==> config.mk <==
export PLATFORM = sky130hd
export DESIGN_NAME = hilo_mult_sequencer
export DESIGN_NICKNAME = d
export VERILOG_FILES = /design/src/rtl/hilo_mult_sequencer.sv
export SDC_FILE = /design/constraint.sdc
export NUM_CORES = 1
export LEC_CHECK = 0
export BUFFER_PORTS_ARGS = -buffer_cell sky130_fd_sc_hd__buf_2
export CAP_MARGIN = 20
export CORE_UTILIZATION = 48
export CTS_CLUSTER_DIAMETER = 150
export DETAILED_ROUTE_END_ITERATION = 16
export PLACE_DENSITY_LB_ADDON = 0.15
export SYNTH_ARGS = -nofsm -noshare
export SYNTH_HDL_FRONTEND = slang
export SYNTH_SLANG_ARGS = --single-unit
==> constraint.sdc <==
create_clock -name CLK -period 2.3 [get_ports CLK]
set_input_delay 0.23 -clock CLK [delete_from_list [all_inputs] [get_ports CLK]]
set_output_delay 0.23 -clock CLK [all_outputs]
set_load 0.01 [all_outputs]
==> src/rtl/hilo_mult_sequencer.sv <==
// hilo_mult_sequencer: drives the shared shift-add multiplier for MULT/MULTU
// and owns the HI/LO register pair. Signed operands are reduced to magnitudes
// before launch and the product sign is restored when HI/LO are written.
// Requests arriving while an operation is in flight are held off with stall.
module hilo_mult_sequencer #(
    parameter int DATA_WIDTH = 32,
    parameter int MAX_WAIT   = 72
) (
    input  logic                    CLK,
    input  logic                    RST,
    input  logic                    mult_req,
    input  logic                    mult_signed,
    input  logic [DATA_WIDTH-1:0]   rs_val,
    input  logic [DATA_WIDTH-1:0]   rt_val,
    input  logic                    mfhi_req,
    input  logic                    mflo_req,
    input  logic                    mthi_we,
    input  logic                    mtlo_we,
    input  logic [DATA_WIDTH-1:0]   wr_data,
    output logic                    stall,
    output logic [DATA_WIDTH-1:0]   hilo_rdata,
    output logic                    rdata_valid,
    output logic [DATA_WIDTH-1:0]   hi,
    output logic [DATA_WIDTH-1:0]   lo,
    output logic                    busy,
    output logic                    timeout_err,
    output logic                    mul_start,
    output logic [DATA_WIDTH-1:0]   mul_op1,
    output logic [DATA_WIDTH-1:0]   mul_op2,
    input  logic [2*DATA_WIDTH-1:0] mul_result,
    input  logic                    mul_valid
);

    localparam int DW = DATA_WIDTH;
    localparam int PW = 2 * DATA_WIDTH;
    localparam int CW = $clog2(MAX_WAIT + 1);
    localparam logic [CW-1:0] WAIT_LAST = CW'(MAX_WAIT - 1);

    typedef enum logic [1:0] {
        S_IDLE   = 2'd0,
        S_LAUNCH = 2'd1,
        S_WAIT   = 2'd2,
        S_WRITE  = 2'd3
    } state_t;

    // Two's complement magnitude; the most negative value maps to 2^(DW-1) unsigned.
    function automatic logic [DW-1:0] magnitude(input logic signed [DW-1:0] v);
        logic [DW-1:0] u;
        u = v;
        return v[DW-1] ? (~u + DW'(1)) : u;
    endfunction

    // Full-width negation used to restore the sign of the product.
    function automatic logic [PW-1:0] negate_prod(input logic [PW-1:0] p);
        return ~p + PW'(1);
    endfunction

    state_t          state_q, state_d;
    logic [CW-1:0]   cnt_q, cnt_d;
    logic [DW-1:0]   op1_q, op1_d;
    logic [DW-1:0]   op2_q, op2_d;
    logic            neg_q, neg_d;
    logic [PW-1:0]   prod_q, prod_d;
    logic [DW-1:0]   hi_q, hi_d;
    logic [DW-1:0]   lo_q, lo_d;
    logic [DW-1:0]   rdata_q, rdata_d;
    logic            rvalid_q, rvalid_d;
    logic            terr_q, terr_d;
    logic [PW-1:0]   signed_prod;

    assign signed_prod = neg_q ? negate_prod(prod_q) : prod_q;

    // Next-state, datapath capture and HI/LO update for the sequencer FSM.
    always_comb begin
        state_d  = state_q;
        cnt_d    = cnt_q;
        op1_d    = op1_q;
        op2_d    = op2_q;
        neg_d    = neg_q;
        prod_d   = prod_q;
        hi_d     = hi_q;
        lo_d     = lo_q;
        rdata_d  = rdata_q;
        rvalid_d = 1'b0;
        terr_d   = terr_q;

        case (state_q)
            S_IDLE: begin
                // Reads see the value held before any same-cycle MT write.
                if (mfhi_req) begin
                    rdata_d  = hi_q;
                    rvalid_d = 1'b1;
                end else if (mflo_req) begin
                    rdata_d  = lo_q;
                    rvalid_d = 1'b1;
                end
                if (mthi_we) hi_d = wr_data;
                if (mtlo_we) lo_d = wr_data;
                if (mult_req) begin
                    if (mult_signed) begin
                        op1_d = magnitude($signed(rs_val));
                        op2_d = magnitude($signed(rt_val));
                        neg_d = rs_val[DW-1] ^ rt_val[DW-1];
                    end else begin
                        op1_d = rs_val;
                        op2_d = rt_val;
                        neg_d = 1'b0;
                    end
                    cnt_d   = '0;
                    state_d = S_LAUNCH;
                end
            end
            S_LAUNCH: begin
                state_d = S_WAIT;
            end
            S_WAIT: begin
                // A product on the last permitted cycle still wins over the abort.
                if (mul_valid) begin
                    prod_d  = mul_result;
                    state_d = S_WRITE;
                end else if (cnt_q == WAIT_LAST) begin
                    cnt_d   = '0;
                    terr_d  = 1'b1;
                    state_d = S_IDLE;
                end else begin
                    cnt_d = cnt_q + CW'(1);
                end
            end
            S_WRITE: begin
                {hi_d, lo_d} = signed_prod;
                state_d      = S_IDLE;
            end
            default: begin
                state_d = S_IDLE;
            end
        endcase
    end

    // State and datapath registers; reset aborts any operation in flight.
    always_ff @(posedge CLK or negedge RST) begin
        if (!RST) begin
            state_q  <= S_IDLE;
            cnt_q    <= '0;
            op1_q    <= '0;
            op2_q    <= '0;
            neg_q    <= 1'b0;
            prod_q   <= '0;
            hi_q     <= '0;
            lo_q     <= '0;
            rdata_q  <= '0;
            rvalid_q <= 1'b0;
            terr_q   <= 1'b0;
        end else begin
            state_q  <= state_d;
            cnt_q    <= cnt_d;
            op1_q    <= op1_d;
            op2_q    <= op2_d;
            neg_q    <= neg_d;
            prod_q   <= prod_d;
            hi_q     <= hi_d;
            lo_q     <= lo_d;
            rdata_q  <= rdata_d;
            rvalid_q <= rvalid_d;
            terr_q   <= terr_d;
        end
    end

    assign busy        = (state_q != S_IDLE);
    assign mul_start   = (state_q == S_LAUNCH);
    assign mul_op1     = op1_q;
    assign mul_op2     = op2_q;
    assign hi          = hi_q;
    assign lo          = lo_q;
    assign hilo_rdata  = rdata_q;
    assign rdata_valid = rvalid_q;
    assign timeout_err = terr_q;
    assign stall       = busy & (mult_req | mfhi_req | mflo_req | mthi_we | mtlo_we);

endmodule
# After elaboration in Yosys (flattened, before gate mapping)
# Cells that the tools add are included.
# word_totals
regBits	236
inputBits	169
output_inout_bits	165
wordCells	70
# classes
n_addsub	4
n_eq_ne	9
muxes	23
n_bitwise	10
reduce_logical	13
# ops
operator	count
2-to-1 mux 32 bit	8
one-hot mux 32 bit (2 select lines)	2
adder 32 x 1 -> 32 bit (second input constant)	2
adder 64 x 1 -> 64 bit (second input constant)	1
2-to-1 mux 64 bit	1
inverter 32 bit	2
inverter 64 bit	1
2-to-1 mux 7 bit	3
one-hot mux 7 bit (2 select lines)	1
AND reduction 2 bit	6
inequality test 2 bit (second input constant)	4
one-hot mux 2 bit (4 select lines)	1
nonzero test 2 bit	4
adder 7 x 1 -> 7 bit (second input constant)	1
== test 7 bit (second input constant)	1
2-to-1 mux 2 bit	3
AND reduction 3 bit	2
== test 2 bit (second input constant)	2
2-to-1 mux 1 bit	4
bitwise OR 1 bit	4
inequality test 3 bit (second input constant)	1
== test 2 x 1 -> 1 bit (second input constant)	1
logical NOT 2 bit	1
bitwise AND 1 bit	1
2 further kinds	2

# Logic depth before layout (Yosys ltp)
# Gate-level depths: netlist of the first run.
# depth
depth_word	5
ltp_mapped	9
depth_no_buf	8

# Worst setup path before layout of the first run
# Ideal clock, no wire load.
# synth_path
path_type	register to register
start	reg prod_q[32]
end	reg hi_q[31], in the netlist hi[31]
setup_time_ps	137
arrival_ps	2401
t_required_ps	2163
setup_slack_ps	-237
path_stages_with_launch	8
path_buffers	1
synth_period_minus_slack_ps	2537
cell_sequence	dfrtp_1 > or4_1 > buf_2 > or3_4 > or4_4 > o41ai_2 > xor2_1 > a21oi_1
# synth_between
elab_chain_cells	4
# synth_rtl
element	line_no	rtl
start, declared	63	logic [PW-1:0] prod_q, prod_d;
start signal, assigned	159	prod_q <= prod_d;
inverter 64 bit	55	return ~p + PW'(1);
adder 64 x 1 -> 64 bit	55	
2-to-1 mux 64 bit	71	assign signed_prod = neg_q ? negate_prod(prod_q) : prod_q;
one-hot mux 32 bit (2 select lines)	87	case (state_q)
end signal, assigned	160	hi_q <= hi_d;
end, declared	64	logic [DW-1:0] hi_q, hi_d;
# No other way between the ends.
# A chain may end at the register's enable or synchronous reset.

# Worst setup path in the final report of the first run
# layout_path
start	reg prod_q[31]
end	reg hi_q[28], in the netlist hi[28]
# The elaborated chain is that of the path after synthesis.

==> results_dict.tcl, run 1 <==
set metrics [dict create \
    grt_pass1_wl_um 60600 \
    ys_ff_latch 236 \
    drt_iter0_markers 1042 \
    die-area_um2 26400 \
    status "finished with violations" \
    final_common_cell "buf_2" \
    whs_ns -0.00134 \
    synth_top_family_by_area "compound AO/OA/AOI/OAI gates" \
    cp_max_fo 4 \
    cts_sinks 236 \
    fill_cells 1874 \
    synth-compound-area-share 0.157 \
    power-per-cell-area_nw_per_um2 1320 \
    async_reset_ff_frac 1.00 \
    grtUsageTotal 0.289 \
    numCtsBuffers 27 \
    slew_headroom 0.423 \
    dr_wl_met3_um 2990 \
    yosysTopAreaCellShare 0.478 \
    critPathTopFamily "simple AND/OR/NAND/NOR gates" \
    rsz0062_at_grt "true" \
    h-tree-depth 1 \
    synth_xor_area_frac 0.0843 \
    top_layer "met5" \
    core_area_um2 25300 \
    hpwlAfterDp_um 27600 \
    path_class "flop to flop" \
    leakage_nw 8.16 \
    critical-path-slowest-cell "or4_4" \
    drt_first_pass_iters 5 \
    cts_tree "done" \
    cp_data_arrival_time_ns 3.04 \
    m1WireLength_um 17000 \
    drive_above_1_share 0.395 \
    max_freq_mhz 378 \
    setup_violations 31 \
    wl_um 39700 \
    die_width_um 163 \
    fin_crit_ns 2.65 \
    r2r_slack_ns -0.35 \
    cts_buffer_depth 3 \
    synthMuxAreaShare 0.102 \
    multi_input_area_um2 6840 \
    ys_warn_count 0 \
    synth_nets 1429 \
    yosys.area_share.adder 0.00405 \
    grt_max_degree 70 \
    final_cell_mix "buf_2, dfrtp_1, buf_4" \
    initial_core_util 0.490 \
    hold_violations 1 \
    ys_types 51 \
    dp_slack_ns -0.232 \
    synth_area_um2 12400 \
    grt_pass1_vias 11400 \
    worstPathCellList "or4_4 > buf_6 > nor4_4 > buf_4 > buf_6 > nand2b_4 > o41ai_4 > buf_4 > xor2_1 > a21oi_1" \
    cap_violations 0 \
    area_growth_pct 46.5 \
    io_pins 334 \
    vdd_ir_drop_max_v 0.00118 \
    final_nets 1955 \
    ant_nets 0 \
    start_kind "flop" \
    cts_root_buffer "clkbuf_16" \
    synth-edff-count 0 \
    viasPerCell 5.50 \
    clock_skew_ns 0.0141 \
    postSynthCellCount 1256 \
    fin_crit_sh 1.15 \
    cp.buffers_inverters 4 \
    hp-class "input pin to flop" \
    register_area_um2 5910 \
    synth_flop_cell "dfrtp_1" \
    violations "hold timing, setup timing" \
    drv_slew 0 \
    die_y_um 163 \
    routabilityCongestion 0.882 \
    synth_area_leaders "dfrtp_1, mux2_2, xor2_1" \
    yosysSeqAreaShare 0.478 \
    syn_area_per_cell_um2 9.85 \
    rows 58 \
    worstSetupEndpointType "flop" \
    p_total_mw 24.0 \
    clkTransAtPathRegs_ns 0.06 \
    portBuffers 333 \
    synthSimpleGateAreaFrac 0.146 \
    wl_per_cell_um 18.6 \
    insertion_delay_ns 0.53 \
    critPathRequiredTime_ns 2.70 \
    grt-ovfl-total 0 \
    via_count 11700 \
    cpPeakStageDelay_ns 0.56 \
    synth_top_cell_by_area "dfrtp_1" \
    antenna_found_initial 2 \
    worst_pin_slew_ns 0.865 \
    setup_ws_ns -0.348 \
    wl_met2_um 18900 \
    drc 0 \
]
## logic make-up (layout without fill, tap and decap cells)
kind of cell	after synthesis	in the layout
simple gates	356	356
flops	236	236
fa+ha+maj	4	4
buf+inv	96	641
other cells	0	1
xor+xnor	119	119
mux	118	118
compound gates	327	327
## per-stage QoR
| stage | instances | utilization | instance area [um^2] | TNS, ns |
|---|---|---|---|---|
| floorplan | 1256 | - | 12400 | -0.905 |
| global placement | 1987 | 0.615 | 15500 | -2.90 |
| detailed placement | 1987 | 0.615 | 15500 | -4.38 |
| CTS | 2120 | 0.695 | 17600 | -1.65 |
| global route | 2132 | 0.717 | 18100 | -5.80 |
| finish | 2132 | 0.717 | 18100 | -3.82 |
## layer usage
metal  global-route usage  vias up
met5                    0        -
met4               0.0686        2
met3               0.0558       66
met2                0.482      489
met1                0.386     5674
li1                     -     5498
## registers in the layout, summed over array words and instances (netlist names)
name,cells
prod_q,64
neg_q,1
mul_op1,32
hi,32
state_q,2
mul_op2,32
timeout_err,1
rdata_valid,1
lo,32
cnt_q,7
hilo_rdata,32
## Yosys cell counts, types with 2 or more instances
library cell / count
dfrtp_1: 236
o21ai_0: 118
nand2_1: 117
a21oi_1: 102
nor2_1: 72
xor2_1: 71
clkbuf_1: 69
mux2_2: 66
mux2i_1: 52
nor2b_1: 48
xnor2_1: 48
a211oi_1: 46
o31ai_1: 24
or4_1: 24
nor3_1: 21
inv_1: 16
o41ai_1: 13
nor4_1: 12
or3_1: 12
or2_2: 9
buf_1: 8
nand3_1: 8
a31oi_1: 6
and2_1: 6
nand2b_1: 6
ha_1: 4
nand4_1: 4
o21ai_1: 4
a21boi_0: 3
buf_2: 3
a22o_1: 2
and3_1: 2
nor4_2: 2
nor4b_1: 2
o41ai_2: 2
or3b_2: 2
or4b_1: 2
## path summary, 6_finish.rpt
check                            start             end  depth (start not counted)
max reg2reg                 prod_q[31]          hi[28]                         10
max                         prod_q[31]          hi[28]                         10
max in group asynchronous          RST           hi[7]                          3
min                        wr_data[11]          lo[11]                          3
min in group asynchronous          RST  hilo_rdata[26]                          2
min reg2reg                timeout_err     timeout_err                          2
## worst reg2reg max path, cell delays in order, from the launching register on
cell and delay (ns):
dfrtp_1 0.40, or4_4 0.56, buf_6 0.14, nor4_4 0.28
buf_4 0.20, buf_6 0.11, nand2b_4 0.10, o41ai_4 0.29
buf_4 0.18, xor2_1 0.16, a21oi_1 0.08
## timing repair
| action | 4_1_cts | 5_1_grt |
|---|---|---|
| cloned | 0 | 1 |
| gates resized for setup | 47 | 91 |
| endpoints found under the setup margin | 38 | 49 |
| hold buffers | 80 | 0 |
| pin swaps | 27 | 72 |
| setup buffers | 5 | 10 |
| endpoints found under the hold margin | 144 | 0 |
## cell type report
type,count,area share
Timing Repair Buffer,577,0.219
Clock inverter,14,0.0113
Sequential cell,236,0.326
Clock buffer,34,0.0404
Antenna cell,1,0.000138
Multi-Input combinational cell,924,0.377
Tap cell,330,0.0228
Inverter,16,0.00332
## power breakdown
part / leakage [nW] / switching [mW] / internal [mW]
combinational: 4.88 / 6.20 / 5.30
sequential: 2.82 / 1.69 / 6.25
clock: 0.458 / 1.75 / 2.80
total: 8.16 / 9.63 / 14.4
No activity file was read; power rests on OpenSTA's default activity.
==> run 2: changes to the inputs <==
Settings changed: REMOVE_ABC_BUFFERS set to 1, SLEW_MARGIN set to 10.
==> run 2 against run 1 <==
  * The flow finishes with violations (setup timing)
  * Count of clock-buffer cells in the layout grew 2
  * Routed wire length shrank 0.32%
  * Design area grew 0.44%
  * Maximum frequency grew 2.9%
  * Worst hold slack gained 0.0055 ns
  * Clock power grew 1%
==> results_dict.tcl, run 2 (synthesis results as in run 1) <==
set metrics [dict create \
    status "finished with violations" \
    violations "setup timing" \
    fin_crit_ns 2.57 \
    viasPerCell 5.41 \
    rows 58 \
    numCtsBuffers 26 \
    final_nets 1964 \
    leakage_nw 8.11 \
    grt_pass1_wl_um 61400 \
    slew_headroom 0.299 \
    cts_tree "done" \
    max_freq_mhz 389 \
    setup-tns-final_ns -3.32 \
    final_common_cell "buf_2" \
    h-tree-depth 1 \
    clkTransAtPathRegs_ns 0.06 \
    worstPathCellList "or4_4 > nor4_4 > buf_4 > buf_6 > buf_6 > nand2_2 > o41ai_2 > buf_4 > xor2_2 > a21oi_1" \
    hpwlAfterDp_um 27200 \
    cp.buffers_inverters 4 \
    drv_slew 0 \
    grt_pass1_vias 11700 \
    initial_core_util 0.490 \
    worstSetupEndpointType "flop" \
    critPathRequiredTime_ns 2.71 \
    critical-path-slowest-cell "or4_4" \
    post-route-util 0.720 \
    cts_buffer_depth 3 \
    drt_first_pass_iters 5 \
    core_area_um2 25300 \
    multi_input_area_um2 6810 \
    fill_cells 1848 \
    regMostFlops "prod_q" \
    via_count 11600 \
    rsz0062_at_grt "true" \
    stdcell_count 2142 \
    worst_pin_slew_ns 1.05 \
    critPathTopFamily "simple AND/OR/NAND/NOR gates" \
    cap_violations 0 \
    clock_skew_ns 0.0168 \
    vdd_ir_drop_max_v 0.000829 \
    ant_nets 0 \
    antenna_found_initial 4 \
    io_pins 334 \
    cts_sinks 236 \
    routabilityCongestion 0.859 \
    drc 0 \
    largest_reg_flops 64 \
    dp_slack_ns -0.329 \
    area_growth_pct 47.1 \
    cp_num_cells 10 \
    drt_iter0_markers 566 \
    grt-ovfl-total 0 \
    register_area_um2 5910 \
    cts_root_buffer "clkbuf_16" \
    setup_violations 35 \
    cp_max_fo 6 \
    wl_um 39500 \
    drive_above_1_share 0.391 \
    die_width_um 163 \
    place_inst 1984 \
    setup_ws_ns -0.273 \
    die-area_um2 26400 \
    wl_per_cell_um 18.5 \
    worstRegToRegCells 10 \
    final_cell_mix "buf_2, dfrtp_1, buf_4" \
    hp-class "input pin to flop" \
    power-per-cell-area_nw_per_um2 1300 \
    start_kind "flop" \
    cp_data_arrival_time_ns 2.98 \
    portBuffers 333 \
    grtUsageTotal 0.295 \
    die_y_um 163 \
    insertion_delay_ns 0.54 \
    hold_violations 0 \
    grt_max_degree 67 \
    cpPeakStageDelay_ns 0.55 \
    min_path_cells 3 \
    path_class "flop to flop" \
    fin_crit_sh 1.12 \
]
-- run 2: cell count changes in the layout (fill, tap and decap cells not counted), sizes merged --
cell and change:
dlygate4sd3 +14, buf -4, clkinv -3, clkbuf +2, diode +2, clkinvlp -1
-- run 2: area by class of cell --
type                            count  share of cell area
Antenna cell                        3            0.000413
Inverter                           16             0.00330
Sequential cell                   236               0.325
Multi-Input combinational cell    924               0.374
Clock buffer                       36              0.0417
Timing Repair Buffer              587               0.223
Tap cell                          330              0.0227
Clock inverter                     10             0.00977
-- run 2: final timing paths --
path	startpoint	slack (ns)	end
max	prod_q[10]	-0.27	lo[25]
min	wr_data[31]	0.004	hi[31]
max reg2reg	prod_q[10]	-0.27	lo[25]
max in group asynchronous	RST	1.31	prod_q[40]
min reg2reg	timeout_err	0.47	timeout_err
min in group asynchronous	RST	0.21	hilo_rdata[9]
-- run 2: per-layer routing --
layer	share of wire	vias up	GRT usage
li1	-	5533	-
met1	0.41	5591	0.364
met2	0.48	378	0.507
met3	0.070	77	0.0690
met4	0.032	2	0.0943
met5	0.00025	-	0
-- run 2: where the power goes --
part	switching [mW]	internal, mW
registers	1.62	6.25
logic	5.97	5.26
clock network	1.76	2.85
-- run 2: worst register-to-register path: stages (launching register included) --
cell,delay (ns)
dfrtp_1,0.37
or4_4,0.55
nor4_4,0.21
buf_4,0.19
buf_6,0.14
buf_6,0.12
nand2_2,0.08
o41ai_2,0.36
buf_4,0.18
xor2_2,0.14
a21oi_1,0.09
-- run 2: metrics by stage --
step	power, mW	area, um^2	hold slack [ns]
5_1_grt	25.2	18200	0.00843
4_1_cts	23.4	17900	0.0000861
2_1_floorplan	13.4	12100	-0.0656
3_5_place_dp	18.0	15400	0.181
3_3_place_gp	17.7	15400	0.179
6_report	23.7	18200	0.00411
-- run 2: timing repair --
item | 4_1_cts | 5_1_grt
resized for setup | 109 | 56
pin swaps | 68 | 68
hold endpoints to repair | 174 | 0
setup buffers | 10 | 9
setup endpoints to repair | 46 | 58
hold buffers | 94 | 0
==> run 3: changes to the inputs <==
Settings changed: MAX_ROUTING_LAYER set to met4.
==> run 3 against run 2 <==
  * The run ends with hold timing, setup timing left
  * Sequential power fell by 1%
  * Combinational power barely moved
  * Power rose by 0.96%
  * Sequential cell count did not move
  * Critical path depth fell by 3
  * First-iteration DRC count rose by 13%
  * Clock power rose by 3%
  * Largest cell class unchanged
  * Highest routed layer is now met4
==> results_dict.tcl, run 3 (synthesis results as in run 1) <==
set metrics [dict create \
    status "finished with violations" \
    violations "hold timing, setup timing" \
    largest_reg_flops 64 \
    worst_pin_slew_ns 0.596 \
    multi_input_area_um2 6850 \
    hold_violations 1 \
    place_inst 1979 \
    p_seq_frac 0.325 \
    final_cell_mix "buf_2, dfrtp_1, buf_4" \
    hpwlAfterDp_um 26900 \
    drive_above_1_share 0.390 \
    start_kind "flop" \
    worstSetupEndpointType "flop" \
    drc 0 \
    drt_first_pass_iters 5 \
    register_area_um2 5910 \
    clkTransAtPathRegs_ns 0.06 \
    numCtsBuffers 28 \
    whs_ns -0.00277 \
    io_pins 334 \
    max_freq_mhz 398 \
    h-tree-depth 1 \
    final_nets 1968 \
    hp-class "input pin to flop" \
    setup_violations 30 \
    portBuffers 333 \
    fill_cells 1852 \
    r2r_start "prod_q[44]" \
    insertion_delay_ns 0.54 \
    grtUsageTotal 0.298 \
    viasPerCell 5.44 \
    leakage_nw 8.20 \
    cp_data_arrival_time_ns 2.93 \
    rsz0062_at_grt "true" \
    ant_nets 0 \
    setup_ws_ns -0.214 \
    critPathRequiredTime_ns 2.72 \
    power_frac_clock 0.198 \
    fin_crit_ns 2.51 \
    power.share.switching 0.394 \
    drt_iter0_markers 638 \
    grt-ovfl-total 0 \
    pwr-share-comb 0.477 \
    final_common_cell "buf_2" \
    cts_tree "done" \
    antenna_found_initial 2 \
    fin_crit_sh 1.09 \
    area_growth_pct 48.3 \
    vdd_ir_drop_max_v 0.000745 \
    via_count 11700 \
    crit_start "prod_q[44]" \
    cts_buffer_depth 3 \
    routabilityCongestion 0.882 \
    die_y_um 163 \
    die-area_um2 26400 \
    core_area_um2 25300 \
    cp_max_fo 3 \
    cts_sinks 236 \
    p_int_mw 14.5 \
    stdcell_count 2149 \
    cts_root_buffer "clkbuf_16" \
    rows 58 \
    wl_per_cell_um 18.1 \
    die_width_um 163 \
    power-per-cell-area_nw_per_um2 1300 \
    cap_violations 0 \
    p_total_mw 23.9 \
    p_switching_mw 9.42 \
    grt_max_degree 132 \
    path_class "flop to flop" \
    slew_headroom 0.603 \
    post-route-util 0.726 \
    initial_core_util 0.490 \
    clock_skew_ns 0.0127 \
    wl_um 39000 \
    regMostFlops "prod_q" \
    grt_pass1_vias 11600 \
    hp-start "wr_data[8]" \
    drv_slew 0 \
    grt_pass1_wl_um 60300 \
]
==> run 3: cell count changes in the layout (fill, tap and decap cells not counted), sizes merged <==
cell	before	now
diode	3	2
dlygate4sd3	94	100
clkinvlp	1	4
clkbuf	36	43
clkinv	4	3
bufinv	5	2
buf	493	489
==> run 3: final cells by class <==
type,instances,share of cell area
Inverter,16,0.00327
Multi-Input combinational cell,924,0.373
Tap cell,330,0.0225
Timing Repair Buffer,589,0.223
Antenna cell,2,0.000273
Clock buffer,43,0.0495
Clock inverter,9,0.00573
Sequential cell,236,0.322
==> run 3: timing repair <==
| action | CTS | global route |
|---|---|---|
| setup endpoints to repair | 46 | 49 |
| pin swaps | 72 | 63 |
| endpoints found under the hold margin | 163 | 0 |
| resized for setup | 112 | 49 |
| hold buffers | 100 | 0 |
| setup buffers | 11 | 6 |
==> run 3: worst paths after layout <==
kind / slack, ns / cells after the start / to
max: -0.21 / 7 / hi[26]
min: -0.003 / 3 / hi[8]
max reg2reg: -0.21 / 7 / hi[26]
min reg2reg: 0.47 / 2 / mul_op1[21]
max in group asynchronous: 1.40 / 3 / cnt_q[1]
min in group asynchronous: 0.24 / 2 / hilo_rdata[9]
==> run 3: critical path, cell delays in order, from the launching register on <==
cell,delay [ns]
dfrtp_1,0.38
or4_4,0.54
or3_4,0.38
buf_6,0.13
or4_4,0.49
o41ai_4,0.22
xor2_1,0.18
a21oi_1,0.08
==> run 3: metrics by stage <==
step / setup TNS, ns / hold slack (ns) / area [um^2] / setup WS, ns
final: -2.87 / -0.00277 / 18300 / -0.214
after floorplan: -109.24 / -0.0656 / 12100 / -0.990
after detailed placement: -9.53 / 0.223 / 15400 / -0.356
after CTS: -2.66 / 0.00122 / 18000 / -0.210
after global placement: -7.96 / 0.222 / 15400 / -0.292
after global routing: -5.67 / 0.00996 / 18300 / -0.303
==> run 3: power by group through the flow <==
stage	clock network, mW	registers (mW)	logic, mW
2_1_floorplan	0	8.42	5.00
3_3_place_gp	0	7.68	9.99
3_5_place_dp	0	7.74	10.2
4_1_cts	4.81	7.79	10.9
5_1_grt	4.98	8.01	12.5
6_report	4.73	7.78	11.4
==> run 3: routing by layer <==
metal / routed length, um / vias up / track usage
met5: 0 / - / -
met3: 2720 / 66 / 0.0629
met4: 887 / 0 / 0.0836
met2: 19500 / 376 / 0.495
met1: 15900 / 5694 / 0.366
li1: - / 5544 / -
